[src/rtl/pwm_capture.sv]
// pwm_capture: recovers the 4-bit duty code and the period (in clk cycles) of a PWM input.
// Optional glitch filter on the synchronised input: define PWM_CAPTURE_DEGLITCH_EN.
module pwm_capture #(
    parameter int CNT_W   = 20,
    parameter int TIMEOUT = 500000
) (
    input  logic             clk,
    input  logic             rst,
    input  logic             pwm_in,
    output logic [3:0]       duty,
    output logic [CNT_W-1:0] period,
    output logic             valid,
    output logic             stuck
);

    typedef enum logic {IDLE, MEASURE} state_t;

    localparam logic [CNT_W-1:0] TIMEOUT_V = CNT_W'(TIMEOUT);

    logic sync1_q, sync1_d, sync2_q, sync2_d, s_prev_q, s_prev_d;
    logic s, rise;

`ifdef PWM_CAPTURE_DEGLITCH_EN
    logic prev_q, prev_d, filt_q, filt_d;

    // The filtered level only follows two agreeing synchroniser samples, so 1-cycle pulses vanish.
    always_comb begin
        prev_d = sync2_q;
        filt_d = (sync2_q == prev_q) ? sync2_q : filt_q;
    end

    always_ff @(posedge clk or posedge rst) begin
        if (rst) begin
            prev_q <= 1'b0;
            filt_q <= 1'b0;
        end else begin
            prev_q <= prev_d;
            filt_q <= filt_d;
        end
    end

    assign s = filt_q;
`else
    assign s = sync2_q;
`endif

    always_comb begin
        sync1_d  = pwm_in;
        sync2_d  = sync1_q;
        s_prev_d = s;
    end

    assign rise = s & ~s_prev_q;

    state_t           state_q, state_d;
    logic [CNT_W-1:0] per_cnt_q, per_cnt_d, hi_cnt_q, hi_cnt_d, idle_cnt_q, idle_cnt_d;
    logic [2:0]       div_cnt_q, div_cnt_d;
    logic [CNT_W:0]   rem_q, rem_d, rem_sh;
    logic [CNT_W-1:0] div_per_q, div_per_d;
    logic [3:0]       quo_q, quo_d, duty_q, duty_d;
    logic [CNT_W-1:0] period_q, period_d;
    logic             valid_q, valid_d, stuck_q, stuck_d;
    logic             rem_ge, cancel;

    always_comb begin
        state_d    = state_q;
        per_cnt_d  = per_cnt_q;
        hi_cnt_d   = hi_cnt_q;
        idle_cnt_d = idle_cnt_q;
        div_cnt_d  = div_cnt_q;
        rem_d      = rem_q;
        div_per_d  = div_per_q;
        quo_d      = quo_q;
        duty_d     = duty_q;
        period_d   = period_q;
        stuck_d    = stuck_q;
        valid_d    = 1'b0;

        rem_sh = rem_q << 1;
        rem_ge = (rem_sh >= {1'b0, div_per_q});
        // A new rise while the divider still holds a result throws that result away.
        cancel = (state_q == MEASURE) && rise && (div_cnt_q != 3'd0);

        if (div_cnt_q > 3'd1) begin
            rem_d     = rem_ge ? (rem_sh - {1'b0, div_per_q}) : rem_sh;
            quo_d     = {quo_q[2:0], rem_ge};
            div_cnt_d = div_cnt_q - 3'd1;
        end else if ((div_cnt_q == 3'd1) && !cancel) begin
            valid_d   = 1'b1;
            duty_d    = quo_q;
            period_d  = div_per_q;
            stuck_d   = 1'b0;
            div_cnt_d = 3'd0;
        end

        case (state_q)
            IDLE: begin
                per_cnt_d = '0;
                hi_cnt_d  = '0;
                if (rise) begin
                    state_d    = MEASURE;
                    per_cnt_d  = CNT_W'(1);
                    hi_cnt_d   = CNT_W'(1);
                    idle_cnt_d = '0;
                end else if (idle_cnt_q == TIMEOUT_V) begin
                    // stuck already set means the static level has been reported once
                    if (!stuck_q) begin
                        valid_d  = 1'b1;
                        period_d = '0;
                        stuck_d  = 1'b1;
                        duty_d   = s ? 4'hF : 4'h0;
                    end
                end else begin
                    idle_cnt_d = idle_cnt_q + CNT_W'(1);
                end
            end
            MEASURE: begin
                per_cnt_d = per_cnt_q + CNT_W'(1);
                hi_cnt_d  = hi_cnt_q + {{(CNT_W-1){1'b0}}, s};
                if (rise) begin
                    per_cnt_d = CNT_W'(1);
                    hi_cnt_d  = CNT_W'(1);
                    if (cancel) begin
                        div_cnt_d = 3'd0;
                    end else begin
                        rem_d     = {1'b0, hi_cnt_q};
                        div_per_d = per_cnt_q;
                        quo_d     = '0;
                        div_cnt_d = 3'd5;
                    end
                end else if (per_cnt_q == TIMEOUT_V) begin
                    valid_d   = 1'b1;
                    period_d  = '0;
                    stuck_d   = 1'b1;
                    duty_d    = s ? 4'hF : 4'h0;
                    div_cnt_d = 3'd0;
                    state_d   = IDLE;
                end
            end
            default: state_d = IDLE;
        endcase
    end

    always_ff @(posedge clk or posedge rst) begin
        if (rst) begin
            sync1_q    <= 1'b0;
            sync2_q    <= 1'b0;
            s_prev_q   <= 1'b0;
            state_q    <= IDLE;
            per_cnt_q  <= '0;
            hi_cnt_q   <= '0;
            idle_cnt_q <= '0;
            div_cnt_q  <= 3'd0;
            rem_q      <= '0;
            div_per_q  <= '0;
            quo_q      <= 4'h0;
            duty_q     <= 4'h0;
            period_q   <= '0;
            valid_q    <= 1'b0;
            stuck_q    <= 1'b0;
        end else begin
            sync1_q    <= sync1_d;
            sync2_q    <= sync2_d;
            s_prev_q   <= s_prev_d;
            state_q    <= state_d;
            per_cnt_q  <= per_cnt_d;
            hi_cnt_q   <= hi_cnt_d;
            idle_cnt_q <= idle_cnt_d;
            div_cnt_q  <= div_cnt_d;
            rem_q      <= rem_d;
            div_per_q  <= div_per_d;
            quo_q      <= quo_d;
            duty_q     <= duty_d;
            period_q   <= period_d;
            valid_q    <= valid_d;
            stuck_q    <= stuck_d;
        end
    end

    assign duty   = duty_q;
    assign period = period_q;
    assign valid  = valid_q;
    assign stuck  = stuck_q;

endmodule

[config.mk]
export PLATFORM = sky130hd
export DESIGN_NAME = pwm_capture
export DESIGN_NICKNAME = d
export VERILOG_FILES = /design/src/rtl/pwm_capture.sv
export SDC_FILE = /design/constraint.sdc
export NUM_CORES = 1
export LEC_CHECK = 0
export BUFFER_PORTS_ARGS = -buffer_cell sky130_fd_sc_hd__buf_2
export CORE_MARGIN = 1
export CORE_UTILIZATION = 56
export CTS_CLUSTER_SIZE = 10
export DETAILED_ROUTE_END_ITERATION = 8
export PLACE_DENSITY = 0.76
export SLEW_MARGIN = 15
export SYNTH_ARGS = -nofsm -noshare
export SYNTH_HDL_FRONTEND = slang
export SYNTH_SLANG_ARGS = --single-unit
[constraint.sdc]
create_clock -name clk -period 4.25 [get_ports clk]
set_clock_uncertainty 0.1 [all_clocks]
set_input_delay 0.85 -clock clk [delete_from_list [all_inputs] [get_ports clk]]
set_output_delay 0.85 -clock clk [all_outputs]
set_load 0.1 [all_outputs]
==> summary.txt, run 1 <==
Flow run
  – Max-cap viol count: 0

Detailed routing
  – Vias: between 5,000 and 6,000
  – Starting DRT DRC Count: around 450
  – DRC viols: 0
  – WL final: 16,130 µm
  – DRT Pass-1 Iters: 5
  – Avg WL per Cell: around 16 µm
  – Vias/cell: approximately 5.8
  – ANT nets after route: 0

Yosys
  – Most frequent cell after synthesis: dfrtp_1
  – Top_reg_cell synth: dfrtp_1
  – Syn Area/Cell: roughly 9.0 µm²
  – #FFs+latches synth: about 140
  – Largest area contributor in the netlist: dfrtp_1
  – Syn nets: about 840
  – Synth top area share: between 40% and 50%
  – Synth unique cells: between 50 and 60
  – Cells after Synth: 806
  – Mapped Area: around 7300 µm²
  – Sequential share of the synthesized area: between 40% and 50%
  – Top cells by count, synth: 137 x dfrtp_1, 117 x nor2_1, 77 x nand2_1
  – Synth area leaders: dfrtp_1 47%, nor2_1 6.1%, o21ai_0 5.1%, ha_1 5.0%, xor2_1 4.9%
  – Number of synthesized flops with an enable pin: 0
  – Ys async rst share: between 90% and 100%
  – Yosys Warn Count: 0

Clocking
  – Root Driver: clkbuf_16
  – Clock-pin transition on the worst setup and hold timing paths: approximately 0.060 ns
  – Post-CTS setup buffer count: 0
  – CTS buffer count: 17
  – Worst-case clock buffer depth: 2
  – Clock sinks: between 100 and 150
  – TritonCTS clock tree: built
  – H-tree depth: 4
  – CTS Hold Bufs: 0
  – Latest clock arrival within the worst-skew pair: about 0.42 ns
  – Post-CTS resize count: 0

Global route
  – GRT Overall Usage: a little over a quarter
  – Antenna violations before repair: 0
  – First-pass GRT wire length: between 20,000 and 30,000 µm
  – Largest net degree at the start of global routing: ~140
  – GR Overflow Total: 0
  – Vias in the first global route: around 5,700

Power
  – Max IR drop VDD: between 600 and 700 µV
  – Pwr per Cell Area: about 660 nW/µm²
  – Final Total Pwr: 5372 µW
  – Total leakage power: between 0.003 and 0.004 µW

Placement
  – DP Area: between 7000 and 8000 µm²
  – Post-DP HPWL: 11,420 µm
  – Dpl cells: just under 1,000
  – Place WS: between 1 and 1.5 ns
  – Routability cong.: between 0.8 and 0.9
  – Port Buffers: 28

Setup path
  – Req. time, crit path: 4.39 ns
  – Startpoint Class: register
  – Crit path kind: register to register
  – Crit end category: register
  – Max Fanout on Critical Path: 31
  – WP data arrival: 3.27 ns

Floorplan
  – Die extent in y: about 120 µm
  – Number of I/O pins: 29
  – Core Area: between 10,000 and 15,000 µm²
  – Die width: roughly 120 µm
  – Die ar.: around 13,000 µm²
  – Cell row count: slightly above 40
  – Initial Util: between 50% and 60%

Timing
  – Slew margin rel.: between 20% and 30%
  – F_max: approximately 320 MHz
  – Max-slew violations: 0
  – Final worst-path cycle share: about 74%
  – Unrepaired setup endpoints after global routing: false
  – Slack of the critical path: 1.123 ns
  – Fin Setup TNS: 0 ns
  – Final setup violation count: 0
  – Least-Margin Pin Slew: 1.105 ns
  – Min cycle time layout: roughly 3.1 ns
  – Hold Vio Cnt, Final: 0

Layout
  – Nets: between 800 and 900
  – Layout cells sized above 1: under 10%
  – Final instance area: between 8000 and 9000 µm²
  – Multi-input combinational cell area: approximately 3600 µm²
  – # diodes: 0
  – FF/Latch Area: 3428 µm²
  – Layout overhead on the synthesized area: 11.62%
  – Fill cells: 1,095
  – Final std cells w/o fill: roughly 1,000

Worst hold path
  – Worst Hold Class: register to register

Run status
  – Run status: finished clean
critical path: stages (launching register included):
cell and delay [ns]:
dfrtp_1 0.38, inv_1 0.08, ha_1 0.31, ha_1 0.16
nand4_1 0.11, or4_1 0.50, and3_4 0.21, a22oi_4 0.73
mux2i_1 0.28, a21oi_1 0.09
path summary, 6_finish.rpt:
| kind | slack, ns | startpoint | to | depth (start not counted) |
|---|---|---|---|---|
| max in group asynchronous | 2.96 | rst | period[12]$_DFF_PP0_ | 3 |
| hold reg to reg | 0.25 | sync1_q$_DFF_PP0_ | s$_DFF_PP0_ | 0 |
| setup / recovery | 1.12 | div_per_q[1]$_DFFE_PP0P_ | rem_q[17]$_DFF_PP0_ | 9 |
| setup reg to reg | 1.12 | div_per_q[1]$_DFFE_PP0P_ | rem_q[17]$_DFF_PP0_ | 9 |
| hold / removal | 0.25 | sync1_q$_DFF_PP0_ | s$_DFF_PP0_ | 0 |
| min in group asynchronous | 0.54 | rst | div_cnt_q[0]$_DFF_PP0_ | 3 |
routing by layer:
layer	vias up	global-route usage (%)	routed length, µm
met5	-	0	0
met1	2848	35.01	7373
met3	21	6.015	546
met2	131	42.90	7950
met4	0	8.889	263
li1	2818	-	-
cell families after synthesis:
family,count (synthesis),share of synthesized area (%)
AOI/OAI and AO/OA,180,13.90
DFF,137,47.24
buffers and inverters,68,3.759
muxes,14,1.948
xor gates and xnor gates,59,7.121
and+or+nand+nor,318,20.76
adders and majority gates,30,5.276
area by class of cell:
class / instances / area share [%]
timing repair buffer: 34 / 2.441
clock buffer: 21 / 5.808
inverter: 38 / 1.807
clock inverter: 8 / 0.9113
tap: 172 / 2.657
sequential: 137 / 42.32
multi-input combinational: 601 / 44.05
where the power goes:
part / total (µW) / switching, µW / internal, µW
sequential: 1730 / 198 / 1530
clock: 1360 / 525 / 836
combinational: 2280 / 1460 / 823
placed cells by master, fill, tap and decap left out, types with 4 or more instances in the layout:
cell type  count
clkinv_2       4
a21o_1         7
o21ai_0       74
nand2b_1       7
buf_4          5
nand4_1       15
clkbuf_16     17
a31oi_1        5
ha_1          29
buf_2         28
dfrtp_1      137
mux2i_1       13
nor4b_1        4
xor2_1        41
nand3_1       29
xnor2_1       18
and3_1        15
inv_1         37
nor3_1         8
nand2_1       77
a21oi_1       68
o31ai_1        4
nor2_1       116
or3_1         28
registers in the layout (all words and copies together) (netlist names):
signal and flops:
div_cnt_q 3, stuck 1, per_cnt_q 20, sync1_q 1, hi_cnt_q 20, s 1, quo_q 4, idle_cnt_q 20
state_q 1, period 20, duty 4, div_per_q 20, valid 1, rem_q 20, s_prev_q 1
through the flow:
step	hold slack [ns]	utilization, %
finish	0.2488	64.19
global route	0.2638	64.19
CTS	0.2544	64.17
detailed placement	0.2418	59.86
global placement	0.2337	59.86
floorplan	0.2312	-
(Power assumes the default switching activity.)
==> inputs of run 2 (changes only) <==
--- a/config.mk
+++ b/config.mk
@@ -5,12 +5,13 @@
 export SDC_FILE = /design/constraint.sdc
 export NUM_CORES = 1
 export LEC_CHECK = 0
+export ABC_AREA = 1
 export BUFFER_PORTS_ARGS = -buffer_cell sky130_fd_sc_hd__buf_2
 export CORE_MARGIN = 1
-export CORE_UTILIZATION = 56
+export CORE_UTILIZATION = 63
 export CTS_CLUSTER_SIZE = 10
 export DETAILED_ROUTE_END_ITERATION = 8
-export PLACE_DENSITY = 0.76
+export PLACE_DENSITY = 0.81
 export SLEW_MARGIN = 15
 export SYNTH_ARGS = -nofsm -noshare
 export SYNTH_HDL_FRONTEND = slang
==> constraint.sdc (replaced) <==
create_clock -name clk -period 3.3 [get_ports clk]
set_clock_uncertainty 0.1 [all_clocks]
set_input_delay 0.66 -clock clk [delete_from_list [all_inputs] [get_ports clk]]
set_output_delay 0.66 -clock clk [all_outputs]
set_load 0.1 [all_outputs]
==> run 2 against run 1 <==
Design area is 14% higher. Sequential power is 31% higher. Final cell count is 33% higher. Clock-buffer cell count is 2 lower. Synthesized cell count is 41% higher. Worst setup slack worse by 0.36 ns. Highest routed layer unchanged.
==> summary.txt, run 2 <==
Run status
  – Run status: finished clean

Global route
  – GRT Overall Usage: 32.78%
  – GR Overflow Total: 0
  – Antenna violations before repair: 0
  – Vias in the first global route: ~7,100
  – First-pass GRT wire length: ~36,000 µm
  – Largest net degree at the start of global routing: 62

Clocking
  – H-tree depth: 4
  – CTS Hold Bufs: 0
  – Root Driver: clkbuf_16
  – Clock sinks: 137
  – Latest clock arrival within the worst-skew pair: 0.44 ns
  – Clock-pin transition on the worst setup and hold timing paths: roughly 0.060 ns
  – Post-CTS setup buffer count: 0
  – TritonCTS clock tree: built
  – Worst-case clock buffer depth: 2
  – CTS buffer count: 17
  – Post-CTS resize count: 0

Layout
  – Final instance area: a little over 9000 µm²
  – Final std cells w/o fill: approximately 1,300
  – Commonest non-fill, non-tap cell in the layout: nand2_1
  – Multi-input combinational cell area: roughly 4100 µm²
  – Fill cells: ~1,000
  – Nets: between 1,000 and 1,500
  – FF/Latch Area: approximately 3400 µm²
  – Commonest non-fill, non-tap cells in the layout: 279 x nand2_1, 160 x inv_1, 137 x dfrtp_1, 103 x nor2_1, 72 x o21ai_0
  – # diodes: 0
  – Layout cells sized above 1: approximately 11%
  – Layout overhead on the synthesized area: 10.25%

Yosys
  – Synth area leaders: dfrtp_1 41%, nand2_1 12%, inv_1 7.2%, nor2_1 4.6%, ha_1 4.3%
  – Cells after Synth: 1,138
  – Top_reg_cell synth: dfrtp_1
  – Yosys Warn Count: 0
  – Number of synthesized flops with an enable pin: 0
  – Synth top area share: around 41%
  – Most frequent cell after synthesis: nand2_1
  – Syn Area/Cell: 7.392 µm²
  – Sequential share of the synthesized area: between 40% and 50%
  – Ys async rst share: between 90% and 100%
  – #FFs+latches synth: 137
  – Top cells by count, synth: 279 x nand2_1, 161 x inv_1, 137 x dfrtp_1
  – Synth unique cells: 42
  – Syn nets: about 1,200
  – Mapped Area: roughly 8400 µm²
  – Largest area contributor in the netlist: dfrtp_1

Placement
  – Port Buffers: 28
  – Routability cong.: roughly 0.96
  – Post-DP HPWL: ~15,000 µm
  – DP Area: just under 9000 µm²
  – Dpl cells: 1,313

Setup path
  – Crit path kind: register to register
  – Crit path cell chain: ha_1 -> a21oi_2 -> inv_1 -> nand2_1 -> a21oi_1 -> nor2_4 -> nand2_4 -> nand2_2 -> nand2_1 -> nand2_1 -> a21oi_1
  – Crit end category: register
  – Max Fanout on Critical Path: 21
  – CP max stage cell: dfrtp_1
  – Most used cell, CP: nand2_1
  – Startpoint Class: register
  – Req. time, crit path: about 3.5 ns
  – Max stage delay on crit path: roughly 0.41 ns
  – WP data arrival: about 2.8 ns

Timing
  – F_max: between 300 and 400 MHz
  – Final worst-path cycle share: about 77%
  – Max-slew violations: 0
  – Least-Margin Pin Slew: about 0.90 ns
  – Unrepaired setup endpoints after global routing: false
  – Hold Vio Cnt, Final: 0
  – Min cycle time layout: between 2 and 3 ns
  – Slew margin rel.: approximately two fifths
  – Final setup violation count: 0
  – Fin Setup TNS: 0 ns

Floorplan
  – Die extent in y: approximately 120 µm
  – Initial Util: 65.59%
  – Number of I/O pins: 29
  – Die width: 117.6 µm
  – Cell row count: roughly 40
  – Core Area: 12,820 µm²
  – Die ar.: 13,820 µm²

Power
  – Gate power share: between 50% and 60%
  – Switching power share of the total: 46.38%
  – Pwr per Cell Area: 913.9 nW/µm²
  – Final Total Pwr: about 8500 µW
  – Seq pwr share: between 20% and 30%
  – Max IR drop VDD: approximately 480 µV
  – Clock share of power: 23.3%
  – Sw power: around 3900 µW
  – Cell internal pwr: 4545 µW
  – Total leakage power: between 0.004 and 0.005 µW

Worst hold path
  – Worst Hold Class: input port to asynchronous set/reset pin

Detailed routing
  – Vias: about 7,700
  – Starting DRT DRC Count: ~930
  – ANT nets after route: 0
  – Avg WL per Cell: 15.90 µm
  – WL final: approximately 21,000 µm
  – DRT Pass-1 Iters: 6
  – DRC viols: 0
  – Vias/cell: between 5 and 6

Flow run
  – Max-cap viol count: 0
-- run 2: cell types whose count changed after synthesis, moves of 15 or more --
cell      change
nand2_1     +202
inv_1       +123
nand3_1      +40
or3_1        -28
xor2_1       -25
nor3_1       +23
and3_1       -15
nand3b_1     +15
-- run 2: layout make-up --
type	instances	share of cell area, %
inverters	175	7.124
clock inverters	13	1.781
clock buffers	19	4.776
repair buffers	36	2.428
well taps	172	2.321
multi-input cells	793	44.60
flip-flops and latches	137	36.97
-- run 2: worst paths after layout --
path,slack (ns),start,end,cells after the start
hold reg to reg,0.29,sync1_q$_DFF_PP0_,s$_DFF_PP0_,0
setup / recovery,0.76,rem_q[13]$_DFF_PP0_,rem_q[14]$_DFF_PP0_,11
max in group asynchronous,2.02,rst,quo_q[1]$_DFF_PP0_,3
setup reg to reg,0.76,rem_q[13]$_DFF_PP0_,rem_q[14]$_DFF_PP0_,11
hold / removal,0.20,rst,hi_cnt_q[10]$_DFF_PP0_,2
min in group clk,0.23,pwm_in,sync1_q$_DFF_PP0_,1
-- run 2: kinds of logic after synthesis --
family | share of synthesized area, %
AOI/OAI and AO/OA | 11.39
xor gates and xnor gates | 2.707
adders and majority gates | 4.552
buffers and inverters | 10.07
DFF | 40.76
and+or+nand+nor | 30.52
-- run 2: through the flow --
| step | setup WS [ns] | hold slack (ns) | util [%] |
|---|---|---|---|
| 2_1_floorplan | 0.8329 | 0.2312 | - |
| 3_3_place_gp | 0.8158 | 0.2934 | 67.57 |
| 3_5_place_dp | 0.8271 | 0.2884 | 67.57 |
| 4_1_cts | 0.8114 | 0.2248 | 72.31 |
| 5_1_grt | 0.5848 | 0.2284 | 72.31 |
| 6_report | 0.7618 | 0.2041 | 72.31 |
-- run 2: critical path, delay by kind of cell, from the launching register on --
| family | cells | cell delay (ns) |
|---|---|---|
| flip-flops | 1 | 0.41 |
| buffers and inverters | 1 | 0.05 |
| AO/OA/AOI/OAI | 3 | 0.38 |
| adder cells (fa/ha/maj) | 1 | 0.41 |
| AND/OR/NAND/NOR | 6 | 1.05 |
-- run 2: per-layer routing --
| metal | GRT usage, % | vias to the layer above | part of all wire (%) |
|---|---|---|---|
| li1 | - | 3699 | - |
| met1 | 45.74 | 3609 | 44 |
| met2 | 49.30 | 324 | 45 |
| met3 | 6.250 | 59 | 7.1 |
| met4 | 15.79 | 0 | 3.9 |
| met5 | 0 | - | 0 |
-- run 2: power groups by stage --
stage	Clock [µW]	Combinational, µW	Sequential, µW
after floorplan	0	2950	2620
after global placement	0	4080	2270
after global routing	2070	4700	2290
after CTS	2000	4170	2250
after detailed placement	0	4120	2280
final	1980	4230	2260
==> inputs of run 3 (changes only) <==
==> constraint.sdc (replaced) <==
create_clock -name clk -period 2.4 [get_ports clk]
set_clock_uncertainty 0.1 [all_clocks]
set_input_delay 0.48 -clock clk [delete_from_list [all_inputs] [get_ports clk]]
set_output_delay 0.48 -clock clk [all_outputs]
set_load 0.1 [all_outputs]
==> run 3 against run 2 <==
Flip-flop and latch count stayed put. Sequential power is 38% higher. Worst hold slack worse by 0.15 ns. Clock power is 30% higher. Core utilization is 0.53 points higher. Clock-buffer cell count is 2 higher. Highest routed layer unchanged. Via count is 1.2% higher. First-iteration DRC count is 19% lower. Die area stayed put. Worst setup slack worse by 0.61 ns.
==> summary.txt, run 3 (same netlist as run 2, synthesis figures left out) <==
Timing
  – Slack of the critical path: 0.1527 ns
  – Min cycle time layout: roughly 2.2 ns
  – Least-Margin Pin Slew: 0.7416 ns
  – Hold Vio Cnt, Final: 0
  – Slew margin rel.: about half
  – Max-slew violations: 0
  – F_max: roughly 440 MHz
  – Unrepaired setup endpoints after global routing: false
  – Fin Setup TNS: 0 ns
  – Final worst-path cycle share: a little over nine tenths
  – Final setup violation count: 0
  – Hold_ws: between 0.05 and 0.06 ns

Layout
  – Commonest non-fill, non-tap cell in the layout: nand2_1
  – Nets: ~1,200
  – Layout cells sized above 1: ~12%
  – # diodes: 0
  – Layout overhead on the synthesized area: 11.05%
  – Commonest non-fill, non-tap cells in the layout: 279 x nand2_1, 160 x inv_1, 136 x dfrtp_1, 102 x nor2_1, 72 x o21ai_0

Global route
  – GRT Overall Usage: between 30 and 40%
  – GR Util met2: a little over half
  – GR Util met3: around 5.6%
  – Vias in the first global route: between 7,000 and 8,000
  – Antenna violations before repair: 0
  – GR Overflow Total: 0
  – Gr busiest metal: met2
  – Largest net degree at the start of global routing: around 140
  – M1 GR Usage: a little under half
  – First-pass GRT wire length: roughly 37,000 µm

Flow run
  – Max-cap viol count: 0

Placement
  – Port Buffers: 28
  – Place WS: 0.1309 ns
  – Post-DP HPWL: between 15,000 and 20,000 µm
  – Routability cong.: just under 1

Power
  – Max IR drop VDD: roughly 1100 µV
  – Switching power share of the total: 47.00%
  – Seq pwr share: roughly a quarter
  – Final Total Pwr: approximately 12,000 µW
  – Total leakage power: about 0.0045 µW
  – Pwr per Cell Area: approximately 1300 nW/µm²
  – Sw power: roughly 5500 µW
  – Cell internal pwr: slightly above 6000 µW
  – Gate power share: between 50 and 60%
  – Clock share of power: 22.0%

Floorplan
  – Core Area: 12,820 µm²
  – Number of I/O pins: 29
  – Die width: approximately 120 µm
  – Die ar.: 13,820 µm²
  – Die extent in y: between 100 and 150 µm
  – Initial Util: approximately 66%
  – Cell row count: 41

Detailed routing
  – Avg WL per Cell: about 16 µm
  – WL final: 21,980 µm
  – DRC viols: 0
  – Vias/cell: around 5.8
  – ANT nets after route: 0
  – DRT Pass-1 Iters: 5
  – Vias: roughly 7,800
  – Starting DRT DRC Count: about 760

Clocking
  – Post-CTS resize count: 0
  – H-tree depth: 4
  – Clock-pin transition on the worst setup and hold timing paths: 0.06 ns
  – Clock sinks: between 100 and 150
  – Worst-case clock buffer depth: 2
  – Latest clock arrival within the worst-skew pair: 0.44 ns
  – CTS Hold Bufs: 0
  – CTS buffer count: 17
  – Root Driver: clkbuf_16
  – TritonCTS clock tree: built
  – Post-CTS setup buffer count: 0

Setup path
  – R2r setup slk: between 0.15 and 0.2 ns
  – Critical R2R Launch: div_per_q[9]$_DFFE_PP0P_
  – Startpoint Class: register
  – Most used cell, CP: nand2_2
  – Crit path kind: register to register
  – CP max stage cell: dfrtp_1
  – Req. time, crit path: between 2 and 3 ns
  – Reg2reg path depth: 13
  – WP data arrival: between 2 and 2.5 ns
  – R2R Path End: rem_q[5]$_DFF_PP0_
  – Max Fanout on Critical Path: 14
  – Max stage delay on crit path: about 0.37 ns
  – Crit path cell chain: inv_1 -> ha_1 -> nand2_2 -> inv_2 -> nand2_2 -> inv_1 -> a21oi_2 -> nand2_2 -> nand2_4 -> buf_4 -> nand3b_1 -> nand3_1 -> a21oi_2
  – Crit end category: register

Worst hold path
  – Worst Hold Class: input port to register
  – Hold Path Sink: sync1_q$_DFF_PP0_
  – Hold Crit Start: pwm_in
  – Worst Hold Path Cells: 1

Run status
  – Run status: finished clean
run 3: routing by layer:
| layer | share of wire, % | routed length (µm) |
|---|---|---|
| met1 | 44 | 9637 |
| met4 | 2.8 | 625 |
| met5 | 0 | 0 |
| met2 | 47 | 10230 |
| met3 | 6.7 | 1482 |
run 3: power groups by stage:
stage               combinational [µW]  clock [µW]  sequential [µW]
finish                            6030        2580             3110
global route                      6680        2690             3150
CTS                               5930        2590             3100
detailed placement                5870           0             3130
global placement                  5810           0             3110
floorplan                         4050           0             3610
run 3: critical path: cells and delay by family, from the launching register on:
family          cells  cell delay, ns
compound gates      2            0.22
flops               1            0.37
simple gates        6            0.65
buf+inv             4            0.46
fa+ha+maj           1            0.31
run 3: how the worst max path moves through the flow:
stage,startpoint,to,cells after the start
after floorplan,rst,div_cnt_q[0]$_DFF_PP0_,1
after global placement,rem_q[13]$_DFF_PP0_,rem_q[18]$_DFF_PP0_,11
after detailed placement,rem_q[14]$_DFF_PP0_,rem_q[15]$_DFF_PP0_,11
after CTS,div_per_q[14]$_DFFE_PP0P_,rem_q[15]$_DFF_PP0_,12
after global routing,div_per_q[8]$_DFFE_PP0P_,rem_q[5]$_DFF_PP0_,13
final,div_per_q[9]$_DFFE_PP0P_,rem_q[5]$_DFF_PP0_,13
run 3: through the flow:
| stage | utilization (%) | cells | area, µm² |
|---|---|---|---|
| floorplan | - | 1138 | 8416 |
| global placement | 68.14 | 1321 | 8738 |
| detailed placement | 68.14 | 1321 | 8738 |
| CTS | 72.68 | 1353 | 9321 |
| global route | 72.84 | 1353 | 9341 |
| finish | 72.84 | 1353 | 9341 |
run 3: final cells by class:
type                       count  area [µm²]
multi-input combinational    793        4155
fill                        1043        3483
sequential                   137        3430
inverter                     175       660.6
clock buffer                  21       470.5
timing repair buffer          44       297.8
tap                          172       215.2
clock inverter                11       112.6
